## src/rtl/game_master_fsm_multi_pkg.sv

```systemverilog
`default_nettype none
// ============================================================================
// Module      : game_master_fsm_multi_pkg
// Description : Shared state encoding and limits for the multi-target game
//               master.
// Revision    : 1.0 - initial release
// ============================================================================
package game_master_fsm_multi_pkg;

  // Legal range for the number of target sprites.
  localparam int MIN_TARGETS = 1;
  localparam int MAX_TARGETS = 8;

  // Game master states, 3-bit explicit encoding.
  typedef enum logic [2:0] {
    ST_START  = 3'd0,
    ST_AIM    = 3'd1,
    ST_SHOOT  = 3'd2,
    ST_RELOAD = 3'd3,
    ST_END    = 3'd4
  } state_e;

endpackage
`default_nettype wire

```

## src/rtl/game_score_counter.sv

```systemverilog
`default_nettype none
// ============================================================================
// Module      : game_score_counter
// Description : Adds the number of set bits of inc_vec to a saturating
//               SCORE_W-bit score every cycle.
// Revision    : 1.0 - initial release
// ============================================================================
module game_score_counter #(
  parameter int N_IN    = 2,
  parameter int SCORE_W = 8
) (
  input  logic               clk,
  input  logic               reset_n,
  input  logic [N_IN-1:0]    inc_vec,
  output logic [SCORE_W-1:0] score
);

  // Four guard bits cover the largest possible increment (8 hits).
  localparam int SUM_W = SCORE_W + 4;
  localparam logic [SUM_W-1:0] SCORE_MAX = SUM_W'((1 << SCORE_W) - 1);

  logic [SUM_W-1:0]   inc_count;
  logic [SUM_W-1:0]   sum;
  logic [SCORE_W-1:0] score_d;
  logic [SCORE_W-1:0] score_q;

  // Popcount of the increment vector, then clamp the sum at the maximum score.
  always_comb begin
    inc_count = '0;
    for (int i = 0; i < N_IN; i++) begin
      inc_count = inc_count + SUM_W'(inc_vec[i]);
    end
    sum = SUM_W'(score_q) + inc_count;
    if (sum > SCORE_MAX) begin
      score_d = SCORE_MAX[SCORE_W-1:0];
    end else begin
      score_d = sum[SCORE_W-1:0];
    end
  end

  // Score register; only a reset clears it, so it persists across rounds.
  always_ff @(posedge clk or negedge reset_n) begin
    if (!reset_n) begin
      score_q <= '0;
    end else begin
      score_q <= score_d;
    end
  end

  assign score = score_q;

endmodule
`default_nettype wire

```

## src/rtl/game_master_fsm_multi.sv

```systemverilog
`default_nettype none
// ============================================================================
// Module      : game_master_fsm_multi
// Description : Game master sequencing one torpedo against N_TARGETS targets
//               with a per-round shot budget, kill tracking and a saturating
//               score. Every output is registered.
// Revision    : 1.0 - initial release
// ============================================================================
module game_master_fsm_multi
  import game_master_fsm_multi_pkg::*;
#(
  parameter  int N_TARGETS = 2,
  parameter  int N_SHOTS   = 3,
  parameter  int SCORE_W   = 8,
  localparam int SHOTS_W   = $clog2(N_SHOTS + 1)
) (
  input  logic                 clk,
  input  logic                 reset_n,
  input  logic                 key,
  output logic [N_TARGETS-1:0] sprite_target_write_xy,
  output logic [N_TARGETS-1:0] sprite_target_write_dxy,
  output logic [N_TARGETS-1:0] sprite_target_enable_update,
  output logic                 sprite_torpedo_write_xy,
  output logic                 sprite_torpedo_write_dxy,
  output logic                 sprite_torpedo_enable_update,
  input  logic [N_TARGETS-1:0] sprite_target_within_screen,
  input  logic                 sprite_torpedo_within_screen,
  input  logic [N_TARGETS-1:0] collision,
  output logic                 end_of_game_timer_start,
  input  logic                 end_of_game_timer_running,
  output logic                 game_won,
  output logic [SCORE_W-1:0]   score,
  output logic [SHOTS_W-1:0]   shots_left
);

  generate
    if (N_TARGETS < MIN_TARGETS || N_TARGETS > MAX_TARGETS) begin : g_bad_n_targets
      $error("game_master_fsm_multi: N_TARGETS must be within 1..8");
    end
    if (N_SHOTS < 1) begin : g_bad_n_shots
      $error("game_master_fsm_multi: N_SHOTS must be at least 1");
    end
  endgenerate

  state_e               state_d, state_q;
  logic [N_TARGETS-1:0] alive_d, alive_q;
  logic [SHOTS_W-1:0]   shots_d, shots_q;
  logic                 won_d, won_q;
  logic                 fired_d, fired_q;   // high during the first SHOOT cycle
  logic [N_TARGETS-1:0] hit;
  logic                 lost;

  logic [N_TARGETS-1:0] tgt_write_xy_d, tgt_write_xy_q;
  logic [N_TARGETS-1:0] tgt_write_dxy_d, tgt_write_dxy_q;
  logic [N_TARGETS-1:0] tgt_enable_d, tgt_enable_q;
  logic                 torp_write_xy_d, torp_write_xy_q;
  logic                 torp_write_dxy_d, torp_write_dxy_q;
  logic                 torp_enable_d, torp_enable_q;
  logic                 timer_start_d, timer_start_q;

  // Next-state, round bookkeeping and next-output decode.
  always_comb begin
    state_d = state_q;
    alive_d = alive_q;
    shots_d = shots_q;
    won_d   = won_q;
    fired_d = 1'b0;
    hit     = '0;
    lost    = |(alive_q & ~sprite_target_within_screen);

    case (state_q)
      ST_START: begin
        alive_d = '1;
        shots_d = SHOTS_W'(N_SHOTS);
        won_d   = 1'b0;
        state_d = ST_AIM;
      end
      ST_AIM: begin
        if (lost) begin
          state_d = ST_END;
        end else if (key) begin
          state_d = ST_SHOOT;
          shots_d = shots_q - SHOTS_W'(1);
          fired_d = 1'b1;
        end
      end
      ST_SHOOT: begin
        // Only live targets can be hit; a kill also stops it counting as lost.
        hit     = collision & alive_q;
        alive_d = alive_q & ~hit;
        lost    = |(alive_d & ~sprite_target_within_screen);
        if (alive_d == '0) begin
          state_d = ST_END;
          won_d   = 1'b1;
        end else if (lost) begin
          state_d = ST_END;
        end else if ((|hit) || !sprite_torpedo_within_screen) begin
          state_d = (shots_q != '0) ? ST_RELOAD : ST_END;
        end
      end
      ST_RELOAD: begin
        state_d = ST_AIM;
      end
      ST_END: begin
        if (!end_of_game_timer_running) begin
          state_d = ST_START;
        end
      end
      default: begin
        state_d = ST_START;
      end
    endcase

    tgt_write_xy_d   = {N_TARGETS{state_q == ST_START}};
    tgt_write_dxy_d  = {N_TARGETS{state_q == ST_START}};
    tgt_enable_d     = (state_q == ST_AIM || state_q == ST_SHOOT || state_q == ST_RELOAD)
                       ? alive_q : '0;
    torp_write_xy_d  = (state_q == ST_START) || (state_q == ST_RELOAD);
    torp_write_dxy_d = (state_q == ST_SHOOT) && fired_q;
    torp_enable_d    = (state_q == ST_SHOOT);
    timer_start_d    = (state_d == ST_END) && (state_q != ST_END);
  end

  // State, bookkeeping and output registers.
  always_ff @(posedge clk or negedge reset_n) begin
    if (!reset_n) begin
      state_q          <= ST_START;
      alive_q          <= '0;
      shots_q          <= '0;
      won_q            <= 1'b0;
      fired_q          <= 1'b0;
      tgt_write_xy_q   <= '0;
      tgt_write_dxy_q  <= '0;
      tgt_enable_q     <= '0;
      torp_write_xy_q  <= 1'b0;
      torp_write_dxy_q <= 1'b0;
      torp_enable_q    <= 1'b0;
      timer_start_q    <= 1'b0;
    end else begin
      state_q          <= state_d;
      alive_q          <= alive_d;
      shots_q          <= shots_d;
      won_q            <= won_d;
      fired_q          <= fired_d;
      tgt_write_xy_q   <= tgt_write_xy_d;
      tgt_write_dxy_q  <= tgt_write_dxy_d;
      tgt_enable_q     <= tgt_enable_d;
      torp_write_xy_q  <= torp_write_xy_d;
      torp_write_dxy_q <= torp_write_dxy_d;
      torp_enable_q    <= torp_enable_d;
      timer_start_q    <= timer_start_d;
    end
  end

  game_score_counter #(
    .N_IN    (N_TARGETS),
    .SCORE_W (SCORE_W)
  ) u_score (
    .clk     (clk),
    .reset_n (reset_n),
    .inc_vec (hit),
    .score   (score)
  );

  assign sprite_target_write_xy       = tgt_write_xy_q;
  assign sprite_target_write_dxy      = tgt_write_dxy_q;
  assign sprite_target_enable_update  = tgt_enable_q;
  assign sprite_torpedo_write_xy      = torp_write_xy_q;
  assign sprite_torpedo_write_dxy     = torp_write_dxy_q;
  assign sprite_torpedo_enable_update = torp_enable_q;
  assign end_of_game_timer_start      = timer_start_q;
  assign game_won                     = won_q;
  assign shots_left                   = shots_q;

endmodule
`default_nettype wire
```

## config.mk

```make
export PLATFORM = sky130hd
export DESIGN_NAME = game_master_fsm_multi
export DESIGN_NICKNAME = d
export VERILOG_FILES = /design/src/rtl/game_master_fsm_multi_pkg.sv /design/src/rtl/game_score_counter.sv /design/src/rtl/game_master_fsm_multi.sv
export SDC_FILE = /design/constraint.sdc
export NUM_CORES = 1
export LEC_CHECK = 0
export CAP_MARGIN = 20
export CORE_MARGIN = 2
export CORE_UTILIZATION = 30
export DETAILED_ROUTE_END_ITERATION = 12
export PLACE_DENSITY = 0.55
export SYNTH_ARGS = -nofsm -noshare
export SYNTH_HDL_FRONTEND = slang
export SYNTH_SLANG_ARGS = --single-unit
```

## constraint.sdc

```tcl
create_clock -name clk -period 3.4 [get_ports clk]
set_clock_uncertainty 0.15 [all_clocks]
set_input_delay 0.68 -clock clk [delete_from_list [all_inputs] [get_ports clk]]
set_output_delay 0.68 -clock clk [all_outputs]
set_load 0.005 [all_outputs]
```

==> flow_summary.rst <==
.. list-table::
   :header-rows: 1

   * - Metric
     - Value
   * - CTS tree
     - built
   * - Required @ worst endpoint
     - 3400 ps
   * - Actual slew at the worst max-slew pin
     - 622.4 ps
   * - Hold Crit Start
     - fired_q
   * - Synth Area per Inst
     - 11.19 µm²
   * - Cell Chain, Critical Path
     - clkdlybuf4s50_1, and3_1, ha_1, ha_1, fa_1, nand2_1, nor2_1, nand3_1, nand2_1
   * - Minimum period implied by the final worst setup slack
     - 2723 ps
   * - Fin nets
     - 151
   * - Number of port buffers
     - 29
   * - Distinct cells, synth
     - 37
   * - FF+latch area
     - 600.6 µm²
   * - Clk Latency, worst-skew pair
     - 260 ps
   * - Total track usage
     - 0.1177
   * - Met3 routed wirelength
     - 78 µm
   * - Metal-1 WL
     - 1115 µm
   * - Category of the most critical setup path
     - in2reg
   * - Clock Pin Slew Worst Setup and Hold Paths
     - 90 ps
   * - Cell type with the highest aggregate area in the netlist
     - sky130_fd_sc_hd__dfrtp_1
   * - Setup crit start
     - collision[0]
   * - Die Y-Extent
     - 66.58 µm
   * - Final core utilization
     - 0.4202
   * - Fillcell total
     - 356
   * - Starting density of the core
     - 0.3162
   * - Global placement routability congestion
     - 0.8009
   * - Final cycle utilization of the critical path
     - 0.8008
   * - Max-capacitance violation count
     - 0
   * - Antenna-violating nets left
     - 0
   * - Half-perimeter wire length after placement
     - 1727 µm
   * - Inserted Diodes
     - 0
   * - Highest routed metal layer
     - met4
   * - Fraction of power consumed by combinational cells
     - 0.353
   * - Final count of hold timing violations
     - 0
   * - Number of flops mapped to enable cells by yosys
     - 0
   * - Drt initial violations
     - 17
   * - RR Startpoint
     - state_q[0]
   * - Via count of the first global-routing pass
     - 882
   * - Die Footprint
     - 0.004433 mm²
   * - Slowest cell on crit path
     - sky130_fd_sc_hd__clkdlybuf4s50_1
   * - Total of warnings raised by yosys
     - 0
   * - Power density cells
     - 601.2 mW/mm²
   * - Fraction of registers with async set or reset after synthesis
     - 1.000
   * - Number of failing setup endpoints in the final timing report
     - 0
   * - Syn Nets
     - 119
   * - CTS Sinks
     - 24
   * - Crit path largest cell delay
     - 450 ps
   * - Internal power
     - 660.8 µW
   * - Worst Setup Slack post-DPL
     - 386.8 ps
   * - Proportion of netlist area held by the largest area contributor
     - 0.5112
   * - Routed vias
     - 843
   * - Cells resized by post-CTS repair
     - 0
   * - Largest net degree at the start of global routing
     - 25
   * - Layout area overhead
     - 32.91%
   * - Total CTS buffers
     - 3
   * - Portion of the post-synthesis area used by sequential elements
     - 0.5112
   * - Floorplan die width
     - 66.58 µm
   * - RSZ-0062 raised after global routing
     - false
   * - Leading cell type in the layout, fill and taps excluded
     - sky130_fd_sc_hd__clkdlybuf4s50_1
   * - Initial antenna violation count
     - 0
   * - Cell area after synthesis
     - 0.001175 mm²
   * - Number of max-slew violations in the final report
     - 0
   * - Level count of the clock H-tree
     - 1
   * - Max Freq
     - 0.3673 GHz
   * - Most frequent cells in the layout
     - sky130_fd_sc_hd__clkdlybuf4s50_1 (29), sky130_fd_sc_hd__dfrtp_1 (24), sky130_fd_sc_hd__nand2_1 (10)
   * - Path type of the worst min-delay path
     - reg2reg
   * - Placeable Area
     - 0.003716 mm²
   * - WL final
     - 2225 µm
   * - Share of post-route cells with drive strength above 1
     - 0.1029
   * - Worst slew slack as a fraction of its limit
     - 0.5819
   * - Flip-flop and latch count after synthesis
     - 24
   * - Routed vias/inst
     - 4.582
   * - Detailed-route wire length per cell
     - 12.09 µm
   * - Share of power burned in the clock network
     - 0.206
   * - Sw power
     - 277.9 µW
   * - Arrival time of data at the critical path endpoint
     - 2720 ps
   * - Result of the run
     - complete, no violations
   * - Global-route wire length before repair
     - 3926 µm
   * - Maximum buffer depth of the clock tree
     - 2
   * - Leading cell types by total area after synthesis
     - sky130_fd_sc_hd__dfrtp_1 (51%), sky130_fd_sc_hd__ha_1 (4.3%), sky130_fd_sc_hd__nand2_1 (3.2%), sky130_fd_sc_hd__nor2_1 (2.6%), sky130_fd_sc_hd__a2111oi_4 (2.3%)
   * - Count of hold-fix buffers inserted at cts
     - 0
   * - DRC violations left
     - 0
   * - Peak supply drop
     - 0.1532 mV
   * - Largest fanout on the critical path
     - 6
   * - Multi-input logic area
     - 518.0 µm²
   * - Cell leakage power
     - 0.0007260 µW
   * - Count of standard-cell rows
     - 22
   * - Sw Ratio
     - 0.2960
   * - Met2 WL
     - 1004 µm
   * - Most used flip-flop cell after synthesis
     - sky130_fd_sc_hd__dfrtp_1
   * - DR pass1 iterations
     - 4
   * - Root Buffer
     - sky130_fd_sc_hd__clkbuf_8
   * - Number of standard cells after synthesis
     - 105
   * - Post-CTS setup repair buffer count
     - 0
   * - Fin worst setup slack
     - 677.2 ps
   * - Register share of total power
     - 0.441
   * - Fin Setup TNS
     - 0 ps
   * - Minimum hold slack
     - 348.2 ps
   * - Grt ovf
     - 0
   * - Sort of element at the start of the critical path
     - input port
   * - Crit path capture type
     - register
   * - I/O Pins
     - 30
==> stage by stage <==
| stage | total power [µW] | instances | cell area [µm²] |
|---|---|---|---|
| floorplan | 604.2 | 105 | 1175 |
| global placement | 752.5 | 180 | 1506 |
| detailed placement | 754.7 | 180 | 1506 |
| CTS | 950.3 | 184 | 1562 |
| global route | 1007 | 184 | 1562 |
| finish | 938.7 | 184 | 1562 |
==> layout make-up <==
type                    instances  share of cell area
flip-flops and latches         24              0.3846
inverters                       6             0.01442
clock buffers                   4             0.03526
repair buffers                 31              0.1955
well taps                      48             0.03846
multi-input cells              71              0.3317
==> synth_stat cells (2+ instances only) <==
master	count
sky130_fd_sc_hd__inv_1	5
sky130_fd_sc_hd__xnor2_1	2
sky130_fd_sc_hd__and3_1	3
sky130_fd_sc_hd__nand2_1	10
sky130_fd_sc_hd__o22ai_1	2
sky130_fd_sc_hd__o21a_1	2
sky130_fd_sc_hd__nand2b_1	2
sky130_fd_sc_hd__dfrtp_1	24
sky130_fd_sc_hd__nor2b_1	3
sky130_fd_sc_hd__a22oi_1	2
sky130_fd_sc_hd__xor2_1	3
sky130_fd_sc_hd__a21oi_1	4
sky130_fd_sc_hd__nor3b_1	2
sky130_fd_sc_hd__nor3_1	2
sky130_fd_sc_hd__ha_1	4
sky130_fd_sc_hd__nor2_1	8
sky130_fd_sc_hd__nand3_1	4
sky130_fd_sc_hd__buf_4	3
sky130_fd_sc_hd__and2_1	2
==> sequential cells by signal (all words and copies together), names as in the netlist <==
| register | cells |
|---|---|
| alive_q | 2 |
| end_of_game_timer_start | 1 |
| fired_q | 1 |
| game_won | 1 |
| shots_left | 2 |
| sprite_target_enable_update | 2 |
| sprite_target_write_dxy | 1 |
| sprite_torpedo_enable_update | 1 |
| sprite_torpedo_write_dxy | 1 |
| sprite_torpedo_write_xy | 1 |
| state_q | 3 |
| u_score.score | 8 |
==> critical path, delay by kind of cell <==
| kind | cells | cell delay (ps) |
|---|---|---|
| and+or+nand+nor | 5 | 660 |
| adders and majority gates | 3 | 930 |
| buffers and inverters | 1 | 450 |
==> cells by family (layout without fill, tap and decap cells) <==
group           Yosys count  after routing  share of synthesized area
simple gates             43             43                     0.2109
flops                    24             24                     0.5112
compound gates           17             17                     0.1235
buf+inv                  10             41                    0.04792
fa+ha+maj                 5              5                    0.05964
xor+xnor                  5              5                    0.03728
mux                       1              1                   0.009584
==> power groups by stage <==
stage          Combinational, µW  Clock (µW)  Sequential, µW
2_1_floorplan                198           0             406
3_3_place_gp                 335           0             418
3_5_place_dp                 335           0             420
4_1_cts                      336         200             415
5_1_grt                      368         211             428
6_report                     331         193             414
==> metal layers <==
| metal | track usage | up-vias |
|---|---|---|
| li1 | - | 423 |
| met1 | 0.1617 | 399 |
| met2 | 0.1863 | 19 |
| met3 | 0.01182 | 2 |
| met4 | 0.05357 | 0 |
| met5 | 0 | - |
==> final timing paths <==
| check | endpoint | slack (ps) | cells after the start |
|---|---|---|---|
| hold reg to reg | sprite_torpedo_write_dxy | 350 | 1 |
| setup reg to reg | u_score.score[4] | 710 | 11 |
| setup / recovery | u_score.score[4] | 680 | 9 |
| min in group asynchronous | u_score.score[7] | 620 | 2 |
| max in group asynchronous | sprite_target_enable_update[0] | 2240 | 2 |
| hold / removal | sprite_torpedo_write_dxy | 350 | 1 |
No activity file was read; power rests on OpenSTA's default activity.
